## src/rtl/clock_pkg.sv

```systemverilog
// -----------------------------------------------------------------------------
// clock_pkg
// Shared constants and helpers for the clock datapath counters.
//   EDIT_CUR_*  : edit cursor codes selecting a digit
//   DISMODE_*   : display mode codes
//   KEY_INC/DEC : indices of the increment / decrement push keys
//   bcd_split() : binary 0..99 -> {tens, ones} BCD digits
// -----------------------------------------------------------------------------
package clock_pkg;

  localparam logic [2:0] EDIT_CUR_TENS = 3'd2;
  localparam logic [2:0] EDIT_CUR_ONES = 3'd3;

  localparam logic [1:0] DISMODE_TIME  = 2'd0;

  localparam int KEY_INC = 1;
  localparam int KEY_DEC = 2;

  typedef struct packed {
    logic [3:0] tens;
    logic [3:0] ones;
  } bcd_pair_t;

  // Valid for 0..99, which covers every legal counter range.
  function automatic bcd_pair_t bcd_split(input logic [6:0] bin);
    bcd_pair_t r;
    r.tens = 4'(bin / 7'd10);
    r.ones = 4'(bin % 7'd10);
    return r;
  endfunction

endpackage

```

## src/rtl/key_edge_detect.sv

```systemverilog
// -----------------------------------------------------------------------------
// key_edge_detect
// Two-flop synchroniser plus history flop for one raw active-low push key,
// producing a one-cycle press pulse on the synchronised falling edge.
// A key already held when reset is released is ignored until it has been
// seen released, so a press spanning reset never generates an event.
//   Clk     : system clock, rising edge
//   Rst     : synchronous active-high reset
//   key_n_i : raw key, active low, asynchronous
//   press_o : one-cycle press pulse
// -----------------------------------------------------------------------------
module key_edge_detect (
  input  logic Clk,
  input  logic Rst,
  input  logic key_n_i,
  output logic press_o
);

  logic       sync1_q;
  logic       sync2_q;
  logic       hist_q;
  logic [1:0] vld_q;     // shift of 1s: sync2_q holds a real key sample once vld_q[1] is set
  logic       armed_q;   // key has been seen released since reset

  always_ff @(posedge Clk) begin
    // NOTE: sequential state uses non-blocking assignments so every flop
    // samples the pre-edge value of its neighbours (sync chain ordering).
    if (Rst) begin
      sync1_q <= 1'b1;
      sync2_q <= 1'b1;
      hist_q  <= 1'b1;
      vld_q   <= 2'b00;
      armed_q <= 1'b0;
    end else begin
      sync1_q <= key_n_i;
      sync2_q <= sync1_q;
      hist_q  <= sync2_q;
      vld_q   <= {vld_q[0], 1'b1};
      armed_q <= armed_q | (vld_q[1] & sync2_q);
    end
  end

  assign press_o = armed_q & hist_q & ~sync2_q;

endmodule

```

## src/rtl/bcd_modulo_counter.sv

```systemverilog
// -----------------------------------------------------------------------------
// bcd_modulo_counter
// Two-digit BCD-editable modulo counter (seconds/minutes/hours stage).
// Counts on tickIn, emits a registered carry pulse on wrap, and lets the
// user step the ones or tens digit with the increment/decrement keys.
//   Clk      : system clock, rising edge
//   Rst      : synchronous active-high reset
//   tickIn   : count enable pulse
//   KEY      : raw active-low keys; KEY[1]=inc, KEY[2]=dec
//   editMode : 1 = editing, counting frozen
//   editCur  : edit cursor position
//   disMode  : display mode
//   value    : binary count 0..MODULO-1
//   bcdOnes  : value % 10
//   bcdTens  : value / 10
//   carryOut : registered one-cycle wrap/borrow pulse
//   atTerm   : value at terminal count for the counting direction
// -----------------------------------------------------------------------------
module bcd_modulo_counter
  import clock_pkg::*;
#(
  parameter int         MODULO       = 60,
  parameter int         RESET_VAL    = 0,
  parameter bit         COUNT_DOWN   = 1'b0,
  parameter logic [2:0] CUR_ONES     = EDIT_CUR_ONES,
  parameter logic [2:0] CUR_TENS     = EDIT_CUR_TENS,
  parameter logic [1:0] EDIT_DISMODE = DISMODE_TIME,
  localparam int        WIDTH        = $clog2(MODULO)
) (
  input  logic             Clk,
  input  logic             Rst,
  input  logic             tickIn,
  input  logic [3:0]       KEY,
  input  logic             editMode,
  input  logic [2:0]       editCur,
  input  logic [1:0]       disMode,
  output logic [WIDTH-1:0] value,
  output logic [3:0]       bcdOnes,
  output logic [3:0]       bcdTens,
  output logic             carryOut,
  output logic             atTerm
);

  localparam logic [WIDTH-1:0] MOD_M1   = WIDTH'(MODULO - 1);
  localparam logic [WIDTH-1:0] RST_V    = WIDTH'(RESET_VAL);
  localparam logic [3:0]       TMAX     = 4'((MODULO - 1) / 10);
  localparam logic [3:0]       OMAX_TOP = 4'((MODULO - 1) % 10);

  // Highest legal ones digit for a given tens digit.
  function automatic logic [3:0] omax(input logic [3:0] t);
    return (t == TMAX) ? OMAX_TOP : 4'd9;
  endfunction

  logic [WIDTH-1:0] value_q, value_d;
  logic             carry_q, carry_d;
  logic             inc_ev, dec_ev;
  logic             edit_en, sel_ones, sel_tens;
  logic [3:0]       ones_new, tens_new;
  bcd_pair_t        cur;

  logic unused_keys;
  assign unused_keys = KEY[0] ^ KEY[3];

  key_edge_detect u_key_inc (
    .Clk     (Clk),
    .Rst     (Rst),
    .key_n_i (KEY[KEY_INC]),
    .press_o (inc_ev)
  );

  key_edge_detect u_key_dec (
    .Clk     (Clk),
    .Rst     (Rst),
    .key_n_i (KEY[KEY_DEC]),
    .press_o (dec_ev)
  );

  assign cur      = bcd_split(7'(value_q));
  assign edit_en  = editMode && (disMode == EDIT_DISMODE);
  assign sel_ones = (editCur == CUR_ONES);
  assign sel_tens = (editCur == CUR_TENS);
  assign atTerm   = COUNT_DOWN ? (value_q == '0) : (value_q == MOD_M1);

  always_comb begin
    // NOTE: every output of this block gets a default first, so no path
    // leaves a variable unassigned and no latch is inferred.
    value_d  = value_q;
    carry_d  = 1'b0;
    ones_new = cur.ones;
    tens_new = cur.tens;

    if (edit_en && (sel_ones || sel_tens) && (inc_ev || dec_ev)) begin
      // Simultaneous events: inc wins because it is tested first.
      if (sel_ones) begin
        if (inc_ev) ones_new = (cur.ones == omax(cur.tens)) ? 4'd0 : cur.ones + 4'd1;
        else        ones_new = (cur.ones == 4'd0) ? omax(cur.tens) : cur.ones - 4'd1;
      end else begin
        if (inc_ev) tens_new = (cur.tens == TMAX) ? 4'd0 : cur.tens + 4'd1;
        else        tens_new = (cur.tens == 4'd0) ? TMAX : cur.tens - 4'd1;
        // Moving into the top tens digit may make the ones digit illegal.
        if (cur.ones > omax(tens_new)) ones_new = omax(tens_new);
      end
      value_d = WIDTH'(7'(tens_new) * 7'd10 + 7'(ones_new));
    end else if (!editMode && tickIn) begin
      if (COUNT_DOWN) value_d = atTerm ? MOD_M1 : value_q - WIDTH'(1);
      else            value_d = atTerm ? '0     : value_q + WIDTH'(1);
      carry_d = atTerm;
    end
  end

  always_ff @(posedge Clk) begin
    if (Rst) begin
      value_q <= RST_V;
      carry_q <= 1'b0;
    end else begin
      value_q <= value_d;
      carry_q <= carry_d;
    end
  end

  assign value    = value_q;
  assign carryOut = carry_q;
  assign bcdOnes  = cur.ones;
  assign bcdTens  = cur.tens;

endmodule
```

## config.mk

```make
export PLATFORM = sky130hd
export DESIGN_NAME = bcd_modulo_counter
export DESIGN_NICKNAME = d
export VERILOG_FILES = /design/src/rtl/clock_pkg.sv /design/src/rtl/key_edge_detect.sv /design/src/rtl/bcd_modulo_counter.sv
export SDC_FILE = /design/constraint.sdc
export NUM_CORES = 1
export LEC_CHECK = 0
export ABC_AREA = 1
export CAP_MARGIN = 25
export CORE_UTILIZATION = 35
export CTS_CLUSTER_SIZE = 10
export DETAILED_ROUTE_END_ITERATION = 8
export HOLD_SLACK_MARGIN = 0.12
export PLACE_DENSITY_LB_ADDON = 0.1
export SKIP_CTS_REPAIR_TIMING = 1
export SLEW_MARGIN = 20
export SYNTH_ARGS = -nofsm -noshare
export SYNTH_HDL_FRONTEND = slang
export SYNTH_SLANG_ARGS = --single-unit
```

## constraint.sdc

```tcl
create_clock -name Clk -period 9.45 [get_ports Clk]
set_input_delay 2.3625 -clock Clk [delete_from_list [all_inputs] [get_ports Clk]]
set_output_delay 2.3625 -clock Clk [all_outputs]
set_load 0.01 [all_outputs]
```

* After elaboration in Yosys (flattened, before gate mapping)
Cells that the tools add are included.
Widths: inputs -> output; s select.
** Word-level totals
- Input bits :: 13
- Flip-flop bits (word level) :: 19
** Cells by class
- Order comparisons :: 1
- $mul :: 1
- Bitwise operators :: 11
- Reductions and logical operators :: 12
- Muxes and demuxes :: 16
- Equal/unequal tests :: 5
- Divide/modulo/power cells :: 2
- $add $sub $neg :: 6
** Operators with widths (number)
- $mux 4 :: 11
- $mux 6 :: 3
- $add 4x1->4 const B :: 2
- $logic_not 4->1 :: 2
- $sub 4x1->4 const B :: 2
- $div 6x4->7 const B :: 1
- $mod 6x4->7 const B :: 1
- $add 6x1->6 const B :: 1
- $add 6x4->6 :: 1
- $and 1x1->1 :: 6
- $eq 3x2->1 const B :: 2
- $eq 6x6->1 const B :: 1
- $mul 4x3->5 const B :: 1
- $eq 4x3->1 const B :: 1
- $eq 4x4->1 const B :: 1
- $gt 4x4->1 const B :: 1
- $logic_and 1x1->1 :: 4
- $not 1->1 :: 3
- $reduce_or 3->1 :: 1
- $logic_not 2->1 :: 1
- $logic_or 1x1->1 :: 2
- $mux 1 :: 2
- $or 1x1->1 :: 2
- $reduce_bool 2->1 :: 1
- $logic_not 1->1 :: 1

* Longest topological paths before layout
- Word-level depth :: 9
- Mapped depth :: 31

* By module
From an unflattened synthesis, not the netlist that was laid out.
** Unflattened totals
- Cell total of the unflattened synthesis :: 232
- Area, all modules :: 1721.7 um^2
** By module, submodules not included
- bcd_modulo_counter :: area an instance 1381.3 um^2, cells each 198, seq. area each 140.1 um^2, instances 1
- key_edge_detect :: area an instance 170.2 um^2, cells each 17, seq. area each 120.1 um^2, instances 2

* Worst setup path after synthesis
Ideal clock, no wire load.
- Path type :: input to register
- Start :: input editCur[2]
- End :: register value_q[4] (netlist: value[4])
- Buffers on the path :: 0
- Slack :: 5.155 ns
- Setup time :: 0.117 ns
- Cell stages on the path :: 15
- Arrival time :: 4.178 ns
- Path through :: inv_1 -> nand3_1 -> inv_1 -> nand2_1 -> nand2_1 -> inv_1 -> ha_1 -> ha_1 -> nand2_1 -> nand2_1 -> a31oi_1 -> xor2_1 -> nor2_1 -> o221ai_1 -> inv_1
** Between the ends
- Cells in the longest elaborated chain, start to end :: 6
- Elaborated cells on any way between the ends :: 13
- Those cells by class :: add/sub (1); mul (1); eq/ne (2); mux (5); reduce/logical (4)
** Ends and longest elaborated chain
- from (decl) :: RTL line bcd_modulo_counter.sv:35 : input logic [2:0] editCur,
- $eq 3x2->1 :: RTL line bcd_modulo_counter.sv:80 : assign sel_ones = (editCur == CUR_ONES);
- $mux 4 :: RTL line bcd_modulo_counter.sv:94 : if (sel_ones) begin
- $mux 4 :: RTL line bcd_modulo_counter.sv:92 : if (edit_en && (sel_ones || sel_tens) && (inc_ev || dec_ev)) begin
- $mul 4x3->5 :: RTL line bcd_modulo_counter.sv:103 : value_d = WIDTH'(7'(tens_new) * 7'd10 + 7'(ones_new));
- $add 6x4->6 :: RTL line bcd_modulo_counter.sv:103
- $mux 6 :: RTL line bcd_modulo_counter.sv:92
- to (signal assigned) :: RTL line bcd_modulo_counter.sv:116 : value_q <= value_d;
- to (decl) :: RTL line bcd_modulo_counter.sv:54 : logic [WIDTH-1:0] value_q, value_d;
Parallel ways exist; a longest one is shown, timed or not. The select of a mux whose other input is x is not followed.
A chain may end at the register's enable or synchronous reset.

* Final worst setup path
- Start :: register value_q[3] (netlist: value[3])
- End :: output bcdOnes[1]
** Between the ends
- Cells in the longest elaborated chain, start to end :: 1
** Ends and longest elaborated chain
- $mod 6x4->7 :: RTL line clock_pkg.sv:28 : r.ones = 4'(bin % 7'd10);
- to (decl) :: RTL line bcd_modulo_counter.sv:38 : output logic [3:0] bcdOnes,
No other way between the ends.

==> qor.txt <==
Cell Pwr Density: 111.6 nW/µm²
Synthesized area: 1504 µm²
CP Max Fanout: 9
Ys flop type: dfxtp_1
Fraction of the mapped netlist area in adder cells: 9.651%
Setup crit start: value[3]
Initial Util: 37.06%
TritonCTS clock tree: built
Die width: 67.55 µm
Clk Latency, worst-skew pair: 250 ps
Nets: 277
Critical-path top delay cell: clkdlybuf4s50_1
Share of the synthesized area in the top cell type: 22.63%
# clock sinks: 17
RSZ-0062 raised after global routing: no
Max frequency: 195.3 MHz
Hold Path End: u_key_inc.vld_q[1]
Via density: 4.752
Worst r2r src: value[3]
CORE AREA: 4058 µm²
Dpl ws: 4364 ps
Worst Path Required: 7090 ps
Max-cap viol count: 0
Routed Antenna Nets: 0
I/O pins: 29
Compound-Gate Fraction of Synth Area: 12.15%
GPL Wtd Cong: 0.8244
Leakage: 0.8943 nW
TritonCTS buffer count: 3
Design Area, Final: 1834 µm²
WP data arrival: 2760 ps
Root buf cell: clkbuf_8
Die H: 67.55 µm
Largest cells by area after synthesis: dfxtp_1, nand2_1, ha_1
Seq/Total Area, Yosys: 22.63%
Slowest stage delay, CP: 540 ps
Reg2reg setup slack: 5570 ps
Routed vias: 1435
CP Class: reg2out
Critical path cell sequence: inv_1 > nand3_1 > nand3_2 > nand2_2 > nand2_2 > nand2_2 > nand2_1 > inv_1 > ha_1 > inv_1 > nand3_4 > nand3_4 > nand2_1 > nand2_2 > clkdlybuf4s50_1
Syn avg cell area: 6.625 µm²
Drt pass-1 iters: 4
Endpoints failing setup: 0
Placed cell area: 1785 µm²
Synth Area in Simple Gates: 40.43%
Post-DP HPWL: 2763 µm
First-pass GRT wire length: 5699 µm
Minimum clock period: 5120 ps
Final Util: 45.21%
Reg2Reg Capture Point: value[5]
Initial antenna violation count: 0
Period Utilization, post-route: 54.18%
Yosys reg bits: 17
Routed wire length: 3401 µm
R2R depth: 27
N_diodes: 0
Post-synthesis mux area share: 0%
Htree depth: 1
Startpoint types: register
TNS Setup: 0 ps
Xor and xnor area share after synthesis: 4.077%
Final Worst Setup Slack: 4330 ps
Peak supply drop: 0.1028 mV
Synth cell types: 35
Worst min path class: reg2reg
Synth cell count leaders: nand2_1, inv_1, dfxtp_1, nand3_1, nor2_1
Clk_skew: 0.4160 ps
Layout cells sized above 1: 13.49%
Maximum buffer depth of the clock tree: 2
Syn Inst Count: 227
Wire per inst: 11.26 µm
Main combinational cell family by area after synthesis: simple AND/OR/NAND/NOR gates
Fill cells: 455
Worst path most repeated cell: nand2_2
Max-slew violation count: 0
Leading area contributor after synthesis: dfxtp_1
Worst-Margin Slew: 659.2 ps
Core Rows: 23
HP Start: u_key_dec.vld_q[0]
Final Hold Vio Count: 0
Top-count cell post-synth: nand2_1
Hold Path Stages: 2
Aggregate global routing overflow: 0
Warnings from Yosys: 0
FFs w/ async S/R, synth: 0%
Vias in the first global route: 1290
Layout Area Growth over Synthesis: 21.96%
EDFF count, synth: 0
Die Area: 4563 µm²
Initial DRC count: 47
Crit. End Element: output port
Largest net degree at the start of global routing: 13
# port buffers: 25
Normalized max-slew margin: 55.65%
Clk pin slew, worst setup/hold paths: 70 ps
Total GRT Usage: 16.41%
Residual DRC: 0
Outcome: finished clean
==> per-layer routing <==
metal  GRT usage [%]  routed length (µm)  vias up
met3           3.209                  85        4
met5               0                   0        -
li1                -                   -      782
met4           4.255                  27        0
met1           22.63                1797      624
met2           25.74                1490       25
==> flip-flops by register name, indices dropped and copies added, names as in the netlist <==
register	flops
u_key_dec.armed_q	1
carryOut	1
u_key_dec.hist_q	1
value	6
u_key_dec.vld_q	1
u_key_dec.sync1_q	1
u_key_inc.hist_q	1
u_key_dec.sync2_q	1
u_key_inc.armed_q	1
u_key_inc.sync1_q	1
u_key_inc.vld_q	1
u_key_inc.sync2_q	1
==> cells by family after synthesis <==
family          count (synthesis)
compound gates                 30
fa+ha+maj                      11
simple gates                  122
buf+inv                        39
other cells                     1
xor+xnor                        7
flops                          17
==> cell usage in the layout, fill, tap and decap left out <==
master / count
nand2_1: 60
inv_1: 32
clkdlybuf4s50_1: 25
nand3_1: 17
dfxtp_1: 17
nor2_1: 12
nand2_2: 10
a21oi_1: 10
ha_1: 10
o21ai_0: 7
or2_2: 6
xor2_1: 5
nand3_2: 3
nand3_4: 3
nor2_2: 3
nand4_1: 3
o22ai_1: 3
a31oi_1: 3
clkbuf_8: 3
inv_2: 2
nand3b_1: 2
nor4_1: 2
xnor2_1: 2
conb_1: 2
o21ai_2: 1
a31oi_2: 1
a22oi_1: 1
o21ai_1: 1
a21oi_2: 1
o221ai_1: 1
nor3_1: 1
a221oi_1: 1
fa_1: 1
clkinvlp_4: 1
==> power breakdown <==
part | internal (mW) | total (mW) | switching, mW
logic | 0.0324 | 0.0722 | 0.0398
registers | 0.0747 | 0.0779 | 0.00313
clock network | 0.0297 | 0.0547 | 0.0250
total | 0.137 | 0.205 | 0.0679
==> worst max path at each step <==
| stage | cells after the start | endpoint | slack, ps |
|---|---|---|---|
| final | 15 | bcdOnes[1] | 4330 |
| after global routing | 15 | bcdOnes[1] | 4050 |
| after CTS | 14 | bcdOnes[1] | 4320 |
| after detailed placement | 15 | value[4] | 4360 |
| after global placement | 15 | value[4] | 4370 |
| after floorplan | 15 | value[4] | 5150 |
==> cell type report <==
class	instances	area, µm²	share of cell area (%)
clock buffer	3	41.29	2.251
clock inverter	1	7.507	0.4093
inverter	34	127.6	6.958
multi-input combinational	172	1005	54.77
sequential	17	340.3	18.55
tap	50	62.56	3.411
timing repair buffer	25	250.2	13.64
==> through the flow <==
| step | power, mW | hold slack (ps) | std cells |
|---|---|---|---|
| detailed placement | 0.1522 | 395.0 | 298 |
| finish | 0.2047 | 404.5 | 302 |
| floorplan | 0.1304 | 388.3 | 228 |
| global route | 0.2216 | 429.2 | 302 |
| global placement | 0.1519 | 392.5 | 298 |
| CTS | 0.2080 | 406.5 | 302 |
==> worst max-delay path, delay by kind of cell, from the launching register on <==
| family | cells | cell delay [ps] |
|---|---|---|
| flip-flops | 1 | 400 |
| AND/OR/NAND/NOR | 10 | 1090 |
| adder cells (fa/ha/maj) | 1 | 170 |
| buffers and inverters | 4 | 870 |
No activity file was read; power rests on OpenSTA's default activity.
